`src/rtl/alu_ctrl_pkg.sv`:
```
// Shared constants and types for the registered ALU control sequencer.
package alu_ctrl_pkg;

  // Primary opcodes (inst[5:0])
  localparam logic [5:0] OP_RTYPE = 6'h3A;
  localparam logic [5:0] OP_ORHI  = 6'h34;
  localparam logic [5:0] OP_ORI   = 6'h14;
  localparam logic [5:0] OP_LDW   = 6'h17;
  localparam logic [5:0] OP_ADDI  = 6'h04;
  localparam logic [5:0] OP_STW   = 6'h15;
  localparam logic [5:0] OP_BR    = 6'h06;
  localparam logic [5:0] OP_BLT   = 6'h16;

  // R-type extended opcodes (inst[16:11])
  localparam logic [5:0] OPX_ADD  = 6'h31;
  localparam logic [5:0] OPX_MUL  = 6'h27;
  localparam logic [5:0] OPX_SUB  = 6'h39;
  localparam logic [5:0] OPX_AND  = 6'h0E;
  localparam logic [5:0] OPX_OR   = 6'h16;

  // ALU control codes
  localparam int         ALU_W     = 3;
  localparam logic [2:0] ALU_NOP   = 3'b000;
  localparam logic [2:0] ALU_ADD   = 3'b001;
  localparam logic [2:0] ALU_SUB   = 3'b010;
  localparam logic [2:0] ALU_MUL   = 3'b011;
  localparam logic [2:0] ALU_AND   = 3'b100;
  localparam logic [2:0] ALU_CMPLT = 3'b101;
  localparam logic [2:0] ALU_OR    = 3'b110;

  typedef enum logic [1:0] {
    S_IDLE    = 2'd0,
    S_ISSUE   = 2'd1,
    S_MULWAIT = 2'd2
  } state_t;

endpackage

```
`src/rtl/alu_ctrl_decode.sv`:
```
// Combinational instruction decode: inst -> {ALU code, multi-cycle flag, illegal}.
module alu_ctrl_decode
  import alu_ctrl_pkg::*;
#(
  parameter int EN_LOGIC = 1
) (
  input  logic [31:0]      inst,
  output logic [ALU_W-1:0] code,
  output logic             is_mul,
  output logic             illegal
);

  logic [5:0] w_op;
  logic [5:0] w_opx;
  logic       w_rtype;
  logic       w_unused;

  assign w_op     = inst[5:0];
  assign w_opx    = inst[16:11];
  assign w_rtype  = (w_op == OP_RTYPE) && (inst[10:6] == 5'd0);
  // Immediate/register fields play no part in ALU selection.
  assign w_unused = ^inst[31:17];

  // Opcode/opx lookup; everything unrecognised falls through to NOP + illegal.
  always_comb begin
    code    = ALU_NOP;
    is_mul  = 1'b0;
    illegal = 1'b1;
    if (w_rtype) begin
      case (w_opx)
        OPX_ADD: begin code = ALU_ADD; illegal = 1'b0; end
        OPX_MUL: begin code = ALU_MUL; illegal = 1'b0; is_mul = 1'b1; end
        OPX_SUB: if (EN_LOGIC != 0) begin code = ALU_SUB; illegal = 1'b0; end
        OPX_AND: if (EN_LOGIC != 0) begin code = ALU_AND; illegal = 1'b0; end
        OPX_OR:  if (EN_LOGIC != 0) begin code = ALU_OR;  illegal = 1'b0; end
        default: ;
      endcase
    end else begin
      case (w_op)
        OP_ORHI, OP_ORI, OP_LDW, OP_ADDI, OP_STW, OP_BR: begin
          code = ALU_ADD; illegal = 1'b0;
        end
        OP_BLT: begin code = ALU_CMPLT; illegal = 1'b0; end
        default: ;
      endcase
    end
  end

endmodule

```
`src/rtl/alu_ctrl_seq.sv`:
```
// Registered, valid/ready ALU control sequencer with multiply latency tracking.
module alu_ctrl_seq
  import alu_ctrl_pkg::*;
#(
  parameter int CTRL_W   = 3,
  parameter int MUL_LAT  = 3,
  parameter int EN_LOGIC = 1
) (
  input  logic              clk,
  input  logic              reset,
  input  logic              flush,
  input  logic [31:0]       inst,
  input  logic              inst_valid,
  output logic              inst_ready,
  output logic [CTRL_W-1:0] alu_ctrl,
  output logic              illegal,
  output logic              ctrl_valid,
  input  logic              ctrl_ready,
  output logic              mul_start,
  output logic              busy
);

  localparam int CNT_W = (MUL_LAT > 1) ? $clog2(MUL_LAT) : 1;

  state_t             r_state, w_nxt_state;
  logic [CNT_W-1:0]   r_cnt, w_nxt_cnt;
  logic [ALU_W-1:0]   r_code, w_nxt_code;
  logic               r_illegal, w_nxt_illegal;
  logic               r_ctrl_valid, w_nxt_ctrl_valid;
  logic               r_mul_start, w_nxt_mul_start;

  logic [ALU_W-1:0]   w_dec_code;
  logic               w_dec_mul;
  logic               w_dec_illegal;
  logic               w_accept;

  alu_ctrl_decode #(.EN_LOGIC(EN_LOGIC)) u_decode (
    .inst    (inst),
    .code    (w_dec_code),
    .is_mul  (w_dec_mul),
    .illegal (w_dec_illegal)
  );

  // A slot is free when idle, or when the held result leaves this cycle.
  assign inst_ready = !reset && !flush &&
                      ((r_state == S_IDLE) || ((r_state == S_ISSUE) && ctrl_ready));
  assign w_accept   = inst_valid && inst_ready;

  assign alu_ctrl   = CTRL_W'(r_code);
  assign illegal    = r_illegal;
  assign ctrl_valid = r_ctrl_valid;
  assign mul_start  = r_mul_start;
  assign busy       = (r_state != S_IDLE);

  // Next-state and next-output selection; hold everything unless a transition fires.
  always_comb begin
    w_nxt_state      = r_state;
    w_nxt_cnt        = r_cnt;
    w_nxt_code       = r_code;
    w_nxt_illegal    = r_illegal;
    w_nxt_ctrl_valid = r_ctrl_valid;
    w_nxt_mul_start  = 1'b0;

    case (r_state)
      S_IDLE, S_ISSUE: begin
        if (w_accept) begin
          if (w_dec_mul) begin
            w_nxt_state      = S_MULWAIT;
            w_nxt_cnt        = CNT_W'(MUL_LAT - 1);
            w_nxt_code       = ALU_MUL;
            w_nxt_illegal    = 1'b0;
            w_nxt_ctrl_valid = 1'b0;
            w_nxt_mul_start  = 1'b1;
          end else begin
            w_nxt_state      = S_ISSUE;
            w_nxt_code       = w_dec_code;
            w_nxt_illegal    = w_dec_illegal;
            w_nxt_ctrl_valid = 1'b1;
          end
        end else if ((r_state == S_ISSUE) && ctrl_ready) begin
          w_nxt_state      = S_IDLE;
          w_nxt_ctrl_valid = 1'b0;
        end
      end
      S_MULWAIT: begin
        if (r_cnt == '0) begin
          w_nxt_state      = S_ISSUE;
          w_nxt_ctrl_valid = 1'b1;
        end else begin
          w_nxt_cnt = r_cnt - CNT_W'(1);
        end
      end
      default: begin
        w_nxt_state      = S_IDLE;
        w_nxt_ctrl_valid = 1'b0;
      end
    endcase
  end

  // State and output registers; reset and flush both clear everything and drop the input.
  always_ff @(posedge clk) begin
    if (reset || flush) begin
      r_state      <= S_IDLE;
      r_cnt        <= '0;
      r_code       <= ALU_NOP;
      r_illegal    <= 1'b0;
      r_ctrl_valid <= 1'b0;
      r_mul_start  <= 1'b0;
    end else begin
      r_state      <= w_nxt_state;
      r_cnt        <= w_nxt_cnt;
      r_code       <= w_nxt_code;
      r_illegal    <= w_nxt_illegal;
      r_ctrl_valid <= w_nxt_ctrl_valid;
      r_mul_start  <= w_nxt_mul_start;
    end
  end

endmodule

```
`config.mk`:
```
export PLATFORM = sky130hd
export DESIGN_NAME = alu_ctrl_seq
export DESIGN_NICKNAME = d
export VERILOG_FILES = /design/src/rtl/alu_ctrl_pkg.sv /design/src/rtl/alu_ctrl_decode.sv /design/src/rtl/alu_ctrl_seq.sv
export SDC_FILE = /design/constraint.sdc
export NUM_CORES = 1
export LEC_CHECK = 0
export BUFFER_PORTS_ARGS = -buffer_cell sky130_fd_sc_hd__buf_2
export CORE_MARGIN = 5
export CORE_UTILIZATION = 41
export DETAILED_ROUTE_END_ITERATION = 7
export PLACE_DENSITY = 0.81
export SYNTH_ARGS = -nofsm -noshare
export SYNTH_HDL_FRONTEND = slang
export SYNTH_SLANG_ARGS = --single-unit
```
`constraint.sdc`:
```
create_clock -name clk -period 2.4 [get_ports clk]
set_input_delay 0.12 -clock clk [delete_from_list [all_inputs] [get_ports clk]]
set_output_delay 0.12 -clock clk [all_outputs]
set_load 0.01 [all_outputs]
```
==> metrics.txt, run 1 <==
# TYPE chip_impl_metric gauge
chip_impl_info{name="outcome",value="finished clean"} 1
chip_impl_metric{name="clk_transition_reported_paths",unit="ps"} 60
chip_impl_metric{name="cts_hold_repair.buffers",unit=""} 0
chip_impl_info{name="layout_common_cells",value="29 x sky130_fd_sc_hd__buf_2, 9 x sky130_fd_sc_hd__dfxtp_1, 5 x sky130_fd_sc_hd__nand2_1, 5 x sky130_fd_sc_hd__a21oi_1"} 1
chip_impl_metric{name="drcViolationCount",unit=""} 0
chip_impl_metric{name="cts.repair_timing.setup_buffer_count",unit=""} 0
chip_impl_metric{name="skew",unit="ps"} 2.86
chip_impl_info{name="ys_dominant_reg_cell",value="sky130_fd_sc_hd__dfxtp_1"} 1
chip_impl_metric{name="critical_path_arrival",unit="ps"} 1850
chip_impl_metric{name="grt_start_max_net_pins",unit=""} 10
chip_impl_metric{name="detail_route.vias_per_cell",unit=""} 5.70
chip_impl_metric{name="ys_seq_area_frac",unit=""} 0.296
chip_impl_metric{name="tightest_slew",unit="ps"} 536
chip_impl_metric{name="drtAntennaViolNets",unit=""} 0
chip_impl_metric{name="die-width",unit="microns"} 48.6
chip_impl_metric{name="detail_route.iter0.violations",unit=""} 15
chip_impl_metric{name="tritoncts_num_sinks",unit=""} 9
chip_impl_metric{name="mappedNetlistNets",unit=""} 106
chip_impl_metric{name="floorplan.core_area",unit="sq um"} 1450
chip_impl_metric{name="fillers",unit=""} 148
chip_impl_info{name="grt.busiest_layer",value="met2"} 1
chip_impl_metric{name="min_period_over_period",unit=""} 0.680
chip_impl_metric{name="area.growth.synth_to_final",unit="%"} 29.0
chip_impl_metric{name="post_synth.cell_area_avg",unit="sq um"} 8.96
chip_impl_metric{name="p_leak",unit="nW"} 0.344
chip_impl_metric{name="overflow",unit=""} 0
chip_impl_metric{name="grt_pass1_wl",unit="microns"} 2530
chip_impl_metric{name="layoutNonFillerInstCount",unit=""} 115
chip_impl_metric{name="powerDensity",unit="nW/um^2"} 412
chip_impl_metric{name="antenna_cells",unit=""} 0
chip_impl_info{name="hold_path_class",value="input port to register"} 1
chip_impl_metric{name="postCtsResizedCells",unit=""} 0
chip_impl_info{name="rsz0062_at_grt",value="no"} 1
chip_impl_metric{name="synth_cell_types",unit=""} 36
chip_impl_metric{name="grt_pass1_vias",unit=""} 599
chip_impl_metric{name="floorplan.die.height",unit="microns"} 48.6
chip_impl_info{name="timing.setup.critical_path_class",value="register to register"} 1
chip_impl_metric{name="postSynth.asyncResetShare",unit=""} 0
chip_impl_metric{name="timing.slew.headroom",unit=""} 0.638
chip_impl_metric{name="route.final.wire_length",unit="microns"} 1460
chip_impl_metric{name="synthesis.area",unit="sq um"} 609
chip_impl_metric{name="floorplan.rows",unit=""} 14
chip_impl_metric{name="finalHoldViolations",unit=""} 0
chip_impl_metric{name="max_cap_violations",unit=""} 0
chip_impl_metric{name="hold_slack",unit="ps"} 144
chip_impl_metric{name="use_met3",unit=""} 0.0644
chip_impl_metric{name="netlist_instances",unit=""} 68
chip_impl_info{name="clock_tree.root_cell",value="sky130_fd_sc_hd__clkbuf_4"} 1
chip_impl_metric{name="grt_util_all_layers",unit=""} 0.133
chip_impl_metric{name="critPathMaxStageDelay",unit="ps"} 500
chip_impl_metric{name="critical_path.max_fanout",unit=""} 9
chip_impl_metric{name="worst_skew_pair.late_latency",unit="ps"} 260
chip_impl_metric{name="groute.layer.met1.usage",unit=""} 0.143
chip_impl_metric{name="final_max_slew_viol_count",unit=""} 0
chip_impl_metric{name="synth.yosys.warnings",unit=""} 0
chip_impl_metric{name="total_power",unit="mW"} 0.324
chip_impl_metric{name="router_iterations_before_antenna_repair",unit=""} 4
chip_impl_metric{name="start_util",unit=""} 0.419
chip_impl_metric{name="synth_seq_cells",unit=""} 9
chip_impl_metric{name="inst_count_dp",unit=""} 111
chip_impl_metric{name="place.detailed.hpwl",unit="microns"} 1160
chip_impl_info{name="critical-path-slowest-cell",value="sky130_fd_sc_hd__or3_1"} 1
chip_impl_metric{name="final.setup.tns",unit="ps"} 0
chip_impl_metric{name="timing.final.setup_violations",unit=""} 0
chip_impl_metric{name="final_wtd_congestion",unit=""} 0.722
chip_impl_metric{name="ir_worst_vdd",unit="mV"} 0.292
chip_impl_metric{name="achievable-frequency",unit="MHz"} 612
chip_impl_info{name="worstPathCellList",value="and2b_2 > or3_1 > o31ai_4 > o221a_1"} 1
chip_impl_metric{name="dieArea",unit="sq um"} 2360
chip_impl_metric{name="worst_ep_required_time",unit="ps"} 2610
chip_impl_metric{name="via_count",unit=""} 656
chip_impl_metric{name="drive_gt1_frac",unit=""} 0.434
chip_impl_info{name="cts_tree",value="yes"} 1
chip_impl_metric{name="h-tree-depth",unit=""} 1
chip_impl_info{name="layout.cells.most_common",value="sky130_fd_sc_hd__buf_2"} 1
chip_impl_metric{name="antenna_violations_before_repair",unit=""} 0
chip_impl_metric{name="final.min_clock_period",unit="ps"} 1630
chip_impl_info{name="worst_setup_path_end_kind",value="register"} 1
chip_impl_metric{name="final_core_util",unit=""} 0.540
chip_impl_metric{name="io_buffer_count",unit=""} 29
chip_impl_info{name="critical_path_start_type",value="register"} 1
chip_impl_metric{name="clock_tree.buffer_depth",unit=""} 2
chip_impl_metric{name="numCtsBuffers",unit=""} 3
chip_impl_metric{name="post_drt_wl_per_cell",unit="microns"} 12.7
chip_impl_metric{name="global_route.usage.met2",unit=""} 0.215
chip_impl_metric{name="synth_enable_flop_cells",unit=""} 0
chip_impl_metric{name="io_pins",unit=""} 45
chip_impl_metric{name="nNetsFinal",unit=""} 138
-- synth_stat cells (2+ instances only) --
library cell,instances,area share
sky130_fd_sc_hd__o31ai_1,2,0.025
sky130_fd_sc_hd__nor4bb_1,3,0.049
sky130_fd_sc_hd__and2b_2,2,0.029
sky130_fd_sc_hd__or2_2,3,0.031
sky130_fd_sc_hd__a221oi_1,2,0.029
sky130_fd_sc_hd__dfxtp_1,9,0.30
sky130_fd_sc_hd__nand3b_1,3,0.037
sky130_fd_sc_hd__nand4_1,2,0.021
sky130_fd_sc_hd__nor2_1,2,0.012
sky130_fd_sc_hd__nor3_1,3,0.025
sky130_fd_sc_hd__nand2_1,5,0.031
sky130_fd_sc_hd__a21oi_1,5,0.041
sky130_fd_sc_hd__nor4b_1,2,0.029
sky130_fd_sc_hd__or3_1,2,0.021
sky130_fd_sc_hd__inv_1,2,0.012
-- worst paths after layout --
check                   start          end  slack, ps  depth (start not counted)
setup / recovery   r_state[0]     r_cnt[1]        770                          4
hold / removal        inst[4]  alu_ctrl[2]        140                          3
setup reg to reg   r_state[0]     r_cnt[1]        770                          4
hold reg to reg   alu_ctrl[1]  alu_ctrl[1]        450                          2
-- cell type report --
cell class / count / area (sq um) / share of cell area
multi-input combinational: 55 / 407 / 0.518
sequential: 9 / 180 / 0.229
timing repair buffer: 29 / 145 / 0.185
clock buffer: 4 / 26.3 / 0.0334
tap: 16 / 20.0 / 0.0255
inverter: 2 / 7.51 / 0.00955
-- metrics by stage --
stage | setup slack [ps] | instance area, sq um
floorplan | 877 | 609
global placement | 741 | 759
detailed placement | 723 | 759
CTS | 772 | 786
global route | 648 | 786
finish | 767 | 786
-- kinds of logic after synthesis --
group	Yosys count	synth area share
compound gates	19	0.259
xor+xnor	1	0.0144
fa+ha+maj	1	0.0205
buf+inv	4	0.0370
flops	9	0.296
simple gates	34	0.374
-- registers in the layout, summed over array words and instances (netlist names) --
name       cells
alu_ctrl       3
r_cnt          2
r_state        2
illegal        1
mul_start      1
-- critical path, delay by kind of cell (launching register included) --
kind	cells	cell delay, ps
AO/OA/AOI/OAI	2	520
AND/OR/NAND/NOR	2	720
flip-flops	1	340
-- report_power, final --
part / total (mW) / internal [mW] / switching (mW)
sequential: 0.151 / 0.150 / 0.000771
combinational: 0.0524 / 0.0269 / 0.0255
clock: 0.120 / 0.0643 / 0.0559
total: 0.324 / 0.242 / 0.0821
-- routing by layer --
| layer | vias to the layer above | share of wire |
|---|---|---|
| met5 | - | 0 |
| met4 | 0 | 0.015 |
| met3 | 5 | 0.091 |
| met2 | 23 | 0.50 |
| met1 | 301 | 0.39 |
| li1 | 327 | - |
(Power assumes the default switching activity.)
==> run 2: changes to the inputs <==
--- a/config.mk
+++ b/config.mk
@@ -5,11 +5,12 @@
 export SDC_FILE = /design/constraint.sdc
 export NUM_CORES = 1
 export LEC_CHECK = 0
+export ABC_AREA = 1
 export BUFFER_PORTS_ARGS = -buffer_cell sky130_fd_sc_hd__buf_2
 export CORE_MARGIN = 5
-export CORE_UTILIZATION = 41
+export CORE_UTILIZATION = 37
 export DETAILED_ROUTE_END_ITERATION = 7
-export PLACE_DENSITY = 0.81
+export PLACE_DENSITY = 0.74
 export SYNTH_ARGS = -nofsm -noshare
 export SYNTH_HDL_FRONTEND = slang
 export SYNTH_SLANG_ARGS = --single-unit
==> constraint.sdc (replaced) <==
create_clock -name clk -period 1.4 [get_ports clk]
set_input_delay 0.07 -clock clk [delete_from_list [all_inputs] [get_ports clk]]
set_output_delay 0.07 -clock clk [all_outputs]
set_load 0.01 [all_outputs]
==> run 2 against run 1 <==
- utilization shrank 2.4 points
- first-iteration DRC count is 67% lower
- combinational power increased by 110%
- highest routed layer unchanged
- cell area grew 16%
- flip-flop and latch count unchanged
- clock skew decreased by 1.3 ps
- hold slack lost 58 ps
- largest power group unchanged
- sequential share of layout area down 3.1 points
==> metrics.txt, run 2 <==
# TYPE chip_impl_metric gauge
chip_impl_metric{name="grt_pass1_vias",unit=""} 730
chip_impl_info{name="synth.top_cells.by_area",value="sky130_fd_sc_hd__dfxtp_1 25%, sky130_fd_sc_hd__nand2_1 19%, sky130_fd_sc_hd__nor2_1 9.5%"} 1
chip_impl_metric{name="total_power",unit="mW"} 0.572
chip_impl_info{name="worstPathCellList",value="inv_1 > ha_1 > or2_2 > nand2_1 > a31oi_1 > o21ai_1 > inv_1"} 1
chip_impl_metric{name="numCtsBuffers",unit=""} 3
chip_impl_info{name="yosysTopAreaCell",value="sky130_fd_sc_hd__dfxtp_1"} 1
chip_impl_metric{name="h-tree-depth",unit=""} 1
chip_impl_info{name="ys_dominant_reg_cell",value="sky130_fd_sc_hd__dfxtp_1"} 1
chip_impl_metric{name="tritoncts_num_sinks",unit=""} 9
chip_impl_metric{name="die-width",unit="microns"} 53.8
chip_impl_metric{name="reg2reg_depth",unit=""} 7
chip_impl_metric{name="final.setup.tns",unit="ps"} 0
chip_impl_metric{name="synthesis.area",unit="sq um"} 708
chip_impl_metric{name="io_buffer_count",unit=""} 29
chip_impl_metric{name="route.final.wire_length",unit="microns"} 1570
chip_impl_metric{name="postCtsResizedCells",unit=""} 0
chip_impl_metric{name="critPathMaxStageDelay",unit="ps"} 340
chip_impl_info{name="critical_path_start_type",value="register"} 1
chip_impl_metric{name="largest_register_ffs",unit=""} 3
chip_impl_metric{name="antenna_violations_before_repair",unit=""} 0
chip_impl_metric{name="drcViolationCount",unit=""} 0
chip_impl_info{name="outcome",value="finished clean"} 1
chip_impl_metric{name="synth.yosys.warnings",unit=""} 0
chip_impl_metric{name="cts_hold_repair.buffers",unit=""} 0
chip_impl_info{name="layout_common_cells",value="35 x sky130_fd_sc_hd__nand2_1, 29 x sky130_fd_sc_hd__buf_2, 18 x sky130_fd_sc_hd__nor2_1, 17 x sky130_fd_sc_hd__inv_1, 9 x sky130_fd_sc_hd__dfxtp_1"} 1
chip_impl_info{name="timing.setup.critical_path_class",value="register to register"} 1
chip_impl_metric{name="timing.final.setup_violations",unit=""} 0
chip_impl_metric{name="postSynth.asyncResetShare",unit=""} 0
chip_impl_info{name="most_repeated_cell_in_the_gate_level_netlist_after_synthesis",value="sky130_fd_sc_hd__nand2_1"} 1
chip_impl_metric{name="detail_route.iter0.violations",unit=""} 5
chip_impl_metric{name="synth_cell_types",unit=""} 23
chip_impl_metric{name="worst_skew_pair.late_latency",unit="ps"} 260
chip_impl_metric{name="finalHoldViolations",unit=""} 0
chip_impl_info{name="clock_tree.root_cell",value="sky130_fd_sc_hd__clkbuf_4"} 1
chip_impl_info{name="cts_tree",value="yes"} 1
chip_impl_info{name="rsz0062_at_grt",value="no"} 1
chip_impl_metric{name="io_pins",unit=""} 45
chip_impl_metric{name="achievable-frequency",unit="MHz"} 807
chip_impl_metric{name="post_drt_wl_per_cell",unit="microns"} 8.83
chip_impl_metric{name="mappedNetlistNets",unit=""} 158
chip_impl_metric{name="floorplan.die.height",unit="microns"} 53.8
chip_impl_info{name="worst_setup_path_end_kind",value="register"} 1
chip_impl_metric{name="synth_seq_cells",unit=""} 9
chip_impl_metric{name="clk_transition_reported_paths",unit="ps"} 60
chip_impl_info{name="hold_path_class",value="input port to register"} 1
chip_impl_metric{name="ys_seq_area_frac",unit=""} 0.254
chip_impl_info{name="post_synth_most_frequent_cells",value="35 x sky130_fd_sc_hd__nand2_1, 18 x sky130_fd_sc_hd__nor2_1, 17 x sky130_fd_sc_hd__inv_1, 9 x sky130_fd_sc_hd__dfxtp_1, 7 x sky130_fd_sc_hd__nand3_1"} 1
chip_impl_metric{name="worst_ep_required_time",unit="ps"} 1560
chip_impl_metric{name="final.min_clock_period",unit="ps"} 1240
chip_impl_metric{name="floorplan.core_area",unit="sq um"} 1760
chip_impl_metric{name="post_synth.cell_area_avg",unit="sq um"} 5.90
chip_impl_info{name="crit_top_cell",value="sky130_fd_sc_hd__inv_1"} 1
chip_impl_metric{name="max_cap_violations",unit=""} 0
chip_impl_metric{name="area.growth.synth_to_final",unit="%"} 28.6
chip_impl_metric{name="critical_path.max_fanout",unit=""} 5
chip_impl_metric{name="synth_largest_type_area_fraction",unit=""} 0.254
chip_impl_metric{name="skew",unit="ps"} 1.60
chip_impl_metric{name="detail_route.vias_per_cell",unit=""} 4.58
chip_impl_metric{name="grt_util_all_layers",unit=""} 0.114
chip_impl_info{name="critical-path-slowest-cell",value="sky130_fd_sc_hd__or2_2"} 1
chip_impl_metric{name="netlist_instances",unit=""} 120
chip_impl_metric{name="via_count",unit=""} 815
chip_impl_metric{name="grt_pass1_wl",unit="microns"} 2530
chip_impl_metric{name="overflow",unit=""} 0
chip_impl_metric{name="grt_start_max_net_pins",unit=""} 8
chip_impl_metric{name="nNetsFinal",unit=""} 192
chip_impl_metric{name="p_leak",unit="nW"} 0.509
chip_impl_metric{name="router_iterations_before_antenna_repair",unit=""} 4
chip_impl_metric{name="ir_worst_vdd",unit="mV"} 0.221
chip_impl_metric{name="cts.repair_timing.setup_buffer_count",unit=""} 0
chip_impl_metric{name="critical_path_arrival",unit="ps"} 1400
chip_impl_metric{name="powerDensity",unit="nW/um^2"} 627
chip_impl_metric{name="drive_gt1_frac",unit=""} 0.320
chip_impl_metric{name="place.detailed.hpwl",unit="microns"} 1430
chip_impl_metric{name="final_max_slew_viol_count",unit=""} 0
chip_impl_metric{name="antenna_cells",unit=""} 0
chip_impl_metric{name="timing.slew.headroom",unit=""} 0.765
chip_impl_info{name="layout.cells.most_common",value="sky130_fd_sc_hd__nand2_1"} 1
chip_impl_metric{name="min_period_over_period",unit=""} 0.885
chip_impl_metric{name="dieArea",unit="sq um"} 2890
chip_impl_metric{name="synth_enable_flop_cells",unit=""} 0
chip_impl_metric{name="drtAntennaViolNets",unit=""} 0
chip_impl_metric{name="final_wtd_congestion",unit=""} 0.768
chip_impl_metric{name="min_delay_path_depth",unit=""} 4
chip_impl_metric{name="floorplan.rows",unit=""} 15
chip_impl_metric{name="clock_tree.buffer_depth",unit=""} 2
chip_impl_metric{name="tightest_slew",unit="ps"} 351
chip_impl_metric{name="start_util",unit=""} 0.401
## run 2: cell count changes in the layout (fill, tap and decap cells not counted), moves of 3 or more
cell / delta
sky130_fd_sc_hd__nand2_1: +30
sky130_fd_sc_hd__inv_2: +5
sky130_fd_sc_hd__inv_1: +15
sky130_fd_sc_hd__nor2_1: +16
sky130_fd_sc_hd__nor4bb_1: -3
sky130_fd_sc_hd__nand3_1: +6
## run 2: cell families after synthesis
logic type	Yosys count	share of synthesized area
fa+ha+maj	1	0.0177
compound gates	11	0.0936
simple gates	76	0.505
buf+inv	23	0.129
flops	9	0.254
## run 2: critical path, delay by kind of cell (launching register included)
| family | cells | cell delay [ps] |
|---|---|---|
| DFF | 1 | 320 |
| buffers and inverters | 2 | 100 |
| adders and majority gates | 1 | 180 |
| and+or+nand+nor | 2 | 430 |
| AOI/OAI and AO/OA | 2 | 110 |
## run 2: layer usage
metal	global-route usage	routed length (microns)	share of wire	vias up
met5	0	0	0	-
met4	0.0638	33	0.021	0
met3	0.0111	119	0.076	4
met2	0.208	736	0.47	23
met1	0.127	683	0.43	353
li1	-	-	-	435
## run 2: worst paths after layout
kind	startpoint	to	slack [ps]
hold reg to reg	r_cnt[0]	r_cnt[0]	430
hold / removal	reset	r_cnt[0]	90
setup / recovery	r_cnt[0]	r_state[0]	160
setup reg to reg	r_cnt[0]	r_state[0]	160
## run 2: area by class of cell
| cell class | count | area [sq um] |
|---|---|---|
| Clock buffer | 4 | 26.3 |
| Fill cell | 203 | 853 |
| Inverter | 23 | 91.3 |
| Multi-Input combinational cell | 88 | 437 |
| Sequential cell | 9 | 180 |
| Tap cell | 25 | 31.3 |
| Timing Repair Buffer | 29 | 145 |
## run 2: metrics by stage
stage	area, sq um	setup slack [ps]	utilization	hold slack (ps)	instances
final	911	160	0.516	86.1	178
after global placement	885	184	0.501	353	174
after detailed placement	885	169	0.501	359	174
after global routing	911	76.0	0.516	105	178
after floorplan	708	241	-	220	120
after CTS	911	158	0.516	87.5	178
## run 2: power breakdown
part           internal [mW]  leakage, nW  switching (mW)
combinational         0.0466        0.422          0.0646
clock                  0.110       0.0150          0.0910
sequential             0.258       0.0726         0.00122
==> run 3: changes to the inputs <==
--- a/config.mk
+++ b/config.mk
@@ -8,9 +8,8 @@
 export ABC_AREA = 1
 export BUFFER_PORTS_ARGS = -buffer_cell sky130_fd_sc_hd__buf_2
 export CORE_MARGIN = 5
-export CORE_UTILIZATION = 37
+export CORE_UTILIZATION = 25
 export DETAILED_ROUTE_END_ITERATION = 7
-export PLACE_DENSITY = 0.74
 export SYNTH_ARGS = -nofsm -noshare
 export SYNTH_HDL_FRONTEND = slang
 export SYNTH_SLANG_ARGS = --single-unit
==> run 3 against run 2 <==
- flip-flop and latch count did not move
- non-clock buffer count stayed put
- routed wire length is 8.5% higher
- combinational power barely moved
- sequential share of layout area is 0.19 points lower
- first-iteration DRC count increased to 4.6 times the previous value
- clock skew rose by 4.6 ps
- critical path depth shrank 1
- setup slack better by 0.72 ps
==> metrics.txt, run 3 (same netlist as run 2, synthesis figures left out) <==
# TYPE chip_impl_metric gauge
chip_impl_info{name="outcome",value="finished clean"} 1
chip_impl_metric{name="drtAntennaViolNets",unit=""} 0
chip_impl_info{name="layout.cells.most_common",value="sky130_fd_sc_hd__nand2_1"} 1
chip_impl_metric{name="grt_util_all_layers",unit=""} 0.0903
chip_impl_metric{name="dieArea",unit="sq um"} 4000
chip_impl_metric{name="post_drt_wl_per_cell",unit="microns"} 9.27
chip_impl_metric{name="detail_route.iter0.violations",unit=""} 23
chip_impl_info{name="crit_top_cell",value="sky130_fd_sc_hd__nand2_1"} 1
chip_impl_info{name="hold_path_class",value="input port to register"} 1
chip_impl_metric{name="tritoncts_num_sinks",unit=""} 9
chip_impl_info{name="cts_tree",value="yes"} 1
chip_impl_metric{name="antenna_violations_before_repair",unit=""} 0
chip_impl_metric{name="min_period_over_period",unit=""} 0.885
chip_impl_metric{name="numCtsBuffers",unit=""} 3
chip_impl_metric{name="ir_worst_vdd",unit="mV"} 0.386
chip_impl_metric{name="antenna_cells",unit=""} 0
chip_impl_metric{name="floorplan.core_area",unit="sq um"} 2730
chip_impl_metric{name="achievable-frequency",unit="MHz"} 807
chip_impl_info{name="clock_tree.root_cell",value="sky130_fd_sc_hd__clkbuf_4"} 1
chip_impl_metric{name="clk_transition_reported_paths",unit="ps"} 60
chip_impl_metric{name="via_count",unit=""} 834
chip_impl_info{name="rsz0062_at_grt",value="no"} 1
chip_impl_metric{name="powerDensity",unit="nW/um^2"} 629
chip_impl_metric{name="router_iterations_before_antenna_repair",unit=""} 4
chip_impl_metric{name="detail_route.vias_per_cell",unit=""} 4.53
chip_impl_metric{name="route.final.wire_length",unit="microns"} 1710
chip_impl_metric{name="fillers",unit=""} 312
chip_impl_metric{name="tightest_slew",unit="ps"} 346
chip_impl_metric{name="drive_gt1_frac",unit=""} 0.327
chip_impl_info{name="layout_common_cells",value="35 x sky130_fd_sc_hd__nand2_1, 29 x sky130_fd_sc_hd__buf_2, 18 x sky130_fd_sc_hd__nor2_1, 17 x sky130_fd_sc_hd__inv_1, 9 x sky130_fd_sc_hd__dfxtp_1"} 1
chip_impl_metric{name="max_cap_violations",unit=""} 0
chip_impl_metric{name="drcViolationCount",unit=""} 0
chip_impl_metric{name="timing.slew.headroom",unit=""} 0.769
chip_impl_info{name="critical_path_start_type",value="register"} 1
chip_impl_metric{name="io_pins",unit=""} 45
chip_impl_metric{name="largest_register_ffs",unit=""} 3
chip_impl_metric{name="cts_hold_repair.buffers",unit=""} 0
chip_impl_info{name="timing.setup.critical_path_class",value="register to register"} 1
chip_impl_metric{name="critPathMaxStageDelay",unit="ps"} 340
chip_impl_metric{name="nNetsFinal",unit=""} 192
chip_impl_metric{name="postCtsResizedCells",unit=""} 0
chip_impl_metric{name="cts.repair_timing.setup_buffer_count",unit=""} 0
chip_impl_metric{name="floorplan.rows",unit=""} 19
chip_impl_metric{name="critical_path_arrival",unit="ps"} 1440
chip_impl_metric{name="place.detailed.hpwl",unit="microns"} 1480
chip_impl_metric{name="grt_pass1_vias",unit=""} 783
chip_impl_metric{name="post_dp_cell_area",unit="sq um"} 892
chip_impl_metric{name="finalHoldViolations",unit=""} 0
chip_impl_info{name="worstPathCellList",value="inv_1 > ha_1 > or2_2 > nand2_1 > nand2_1 > a21oi_2"} 1
chip_impl_metric{name="start_util",unit=""} 0.259
chip_impl_info{name="worst_path_dominant_cell_family",value="simple AND/OR/NAND/NOR gates"} 1
chip_impl_info{name="worst_setup_path_end_kind",value="register"} 1
chip_impl_info{name="critical-path-slowest-cell",value="sky130_fd_sc_hd__or2_2"} 1
chip_impl_metric{name="postLayoutCellArea",unit="sq um"} 920
chip_impl_metric{name="worst_ep_required_time",unit="ps"} 1600
chip_impl_metric{name="grt_start_max_net_pins",unit=""} 8
chip_impl_metric{name="critical_path.max_fanout",unit=""} 5
chip_impl_metric{name="floorplan.die.height",unit="microns"} 63.2
chip_impl_metric{name="die-width",unit="microns"} 63.2
chip_impl_metric{name="overflow",unit=""} 0
chip_impl_metric{name="final.min_clock_period",unit="ps"} 1240
chip_impl_metric{name="io_buffer_count",unit=""} 29
chip_impl_metric{name="clock_tree.buffer_depth",unit=""} 2
chip_impl_metric{name="timing.final.setup_violations",unit=""} 0
chip_impl_metric{name="worst_skew_pair.late_latency",unit="ps"} 270
chip_impl_metric{name="final.setup.tns",unit="ps"} 0
chip_impl_metric{name="final_wtd_congestion",unit=""} 0.804
chip_impl_metric{name="final_max_slew_viol_count",unit=""} 0
chip_impl_metric{name="crit_buf_inv",unit=""} 1
chip_impl_metric{name="p_leak",unit="nW"} 0.512
chip_impl_metric{name="area.growth.synth_to_final",unit="%"} 29.9
chip_impl_metric{name="final_core_util",unit=""} 0.336
chip_impl_metric{name="skew",unit="ps"} 6.24
chip_impl_metric{name="h-tree-depth",unit=""} 1
chip_impl_metric{name="grt_pass1_wl",unit="microns"} 3020
run 3: cell count changes in the layout (fill, tap and decap cells not counted), sizes merged:
| cell | before | now |
|---|---|---|
| clkbuf | 4 | 3 |
| clkinv | 1 | 2 |
run 3: worst reg2reg max path: stages, from the launching register on:
cell and delay (ps):
sky130_fd_sc_hd__dfxtp_1 330, sky130_fd_sc_hd__inv_1 60, sky130_fd_sc_hd__ha_1 180, sky130_fd_sc_hd__or2_2 340, sky130_fd_sc_hd__nand2_1 100, sky130_fd_sc_hd__nand2_1 70, sky130_fd_sc_hd__a21oi_2 110
run 3: power breakdown:
part           switching [mW]  total [mW]  internal (mW)
Sequential            0.00139       0.260          0.258
Clock                   0.101       0.207          0.106
Combinational          0.0656       0.112         0.0466
run 3: layer usage:
| layer | vias up | track usage | share of wire |
|---|---|---|---|
| met5 | - | 0 | 0 |
| met4 | 0 | 0.0442 | 0.014 |
| met3 | 4 | 0.0373 | 0.097 |
| met2 | 34 | 0.142 | 0.45 |
| met1 | 356 | 0.105 | 0.43 |
| li1 | 440 | - | - |
run 3: worst paths after layout:
| path | startpoint | to | slack, ps | cells after the start |
|---|---|---|---|---|
| setup / recovery | r_cnt[0] | r_cnt[1] | 160 | 6 |
| hold / removal | reset | r_cnt[0] | 90 | 4 |
| setup reg to reg | r_cnt[0] | r_cnt[1] | 160 | 6 |
| hold reg to reg | r_cnt[0] | r_cnt[0] | 430 | 1 |
run 3: layout make-up:
type                            instances  area [sq um]  area share
Multi-Input combinational cell         88           437       0.475
Sequential cell                         9           180       0.196
Timing Repair Buffer                   29           145       0.158
Inverter                               23          91.3      0.0993
Tap cell                               31          38.8      0.0422
Clock buffer                            3          22.5      0.0245
Clock inverter                          1          5.00     0.00544
run 3: through the flow:
stage | worst slack (ps) | hold WS [ps] | std cells | total power [mW]
6_report | 161 | 87.0 | 184 | 0.579
5_1_grt | 65.9 | 87.3 | 184 | 0.622
4_1_cts | 156 | 81.0 | 184 | 0.587
3_5_place_dp | 174 | 365 | 180 | 0.378
3_3_place_gp | 182 | 347 | 180 | 0.374
2_1_floorplan | 241 | 220 | 120 | 0.324
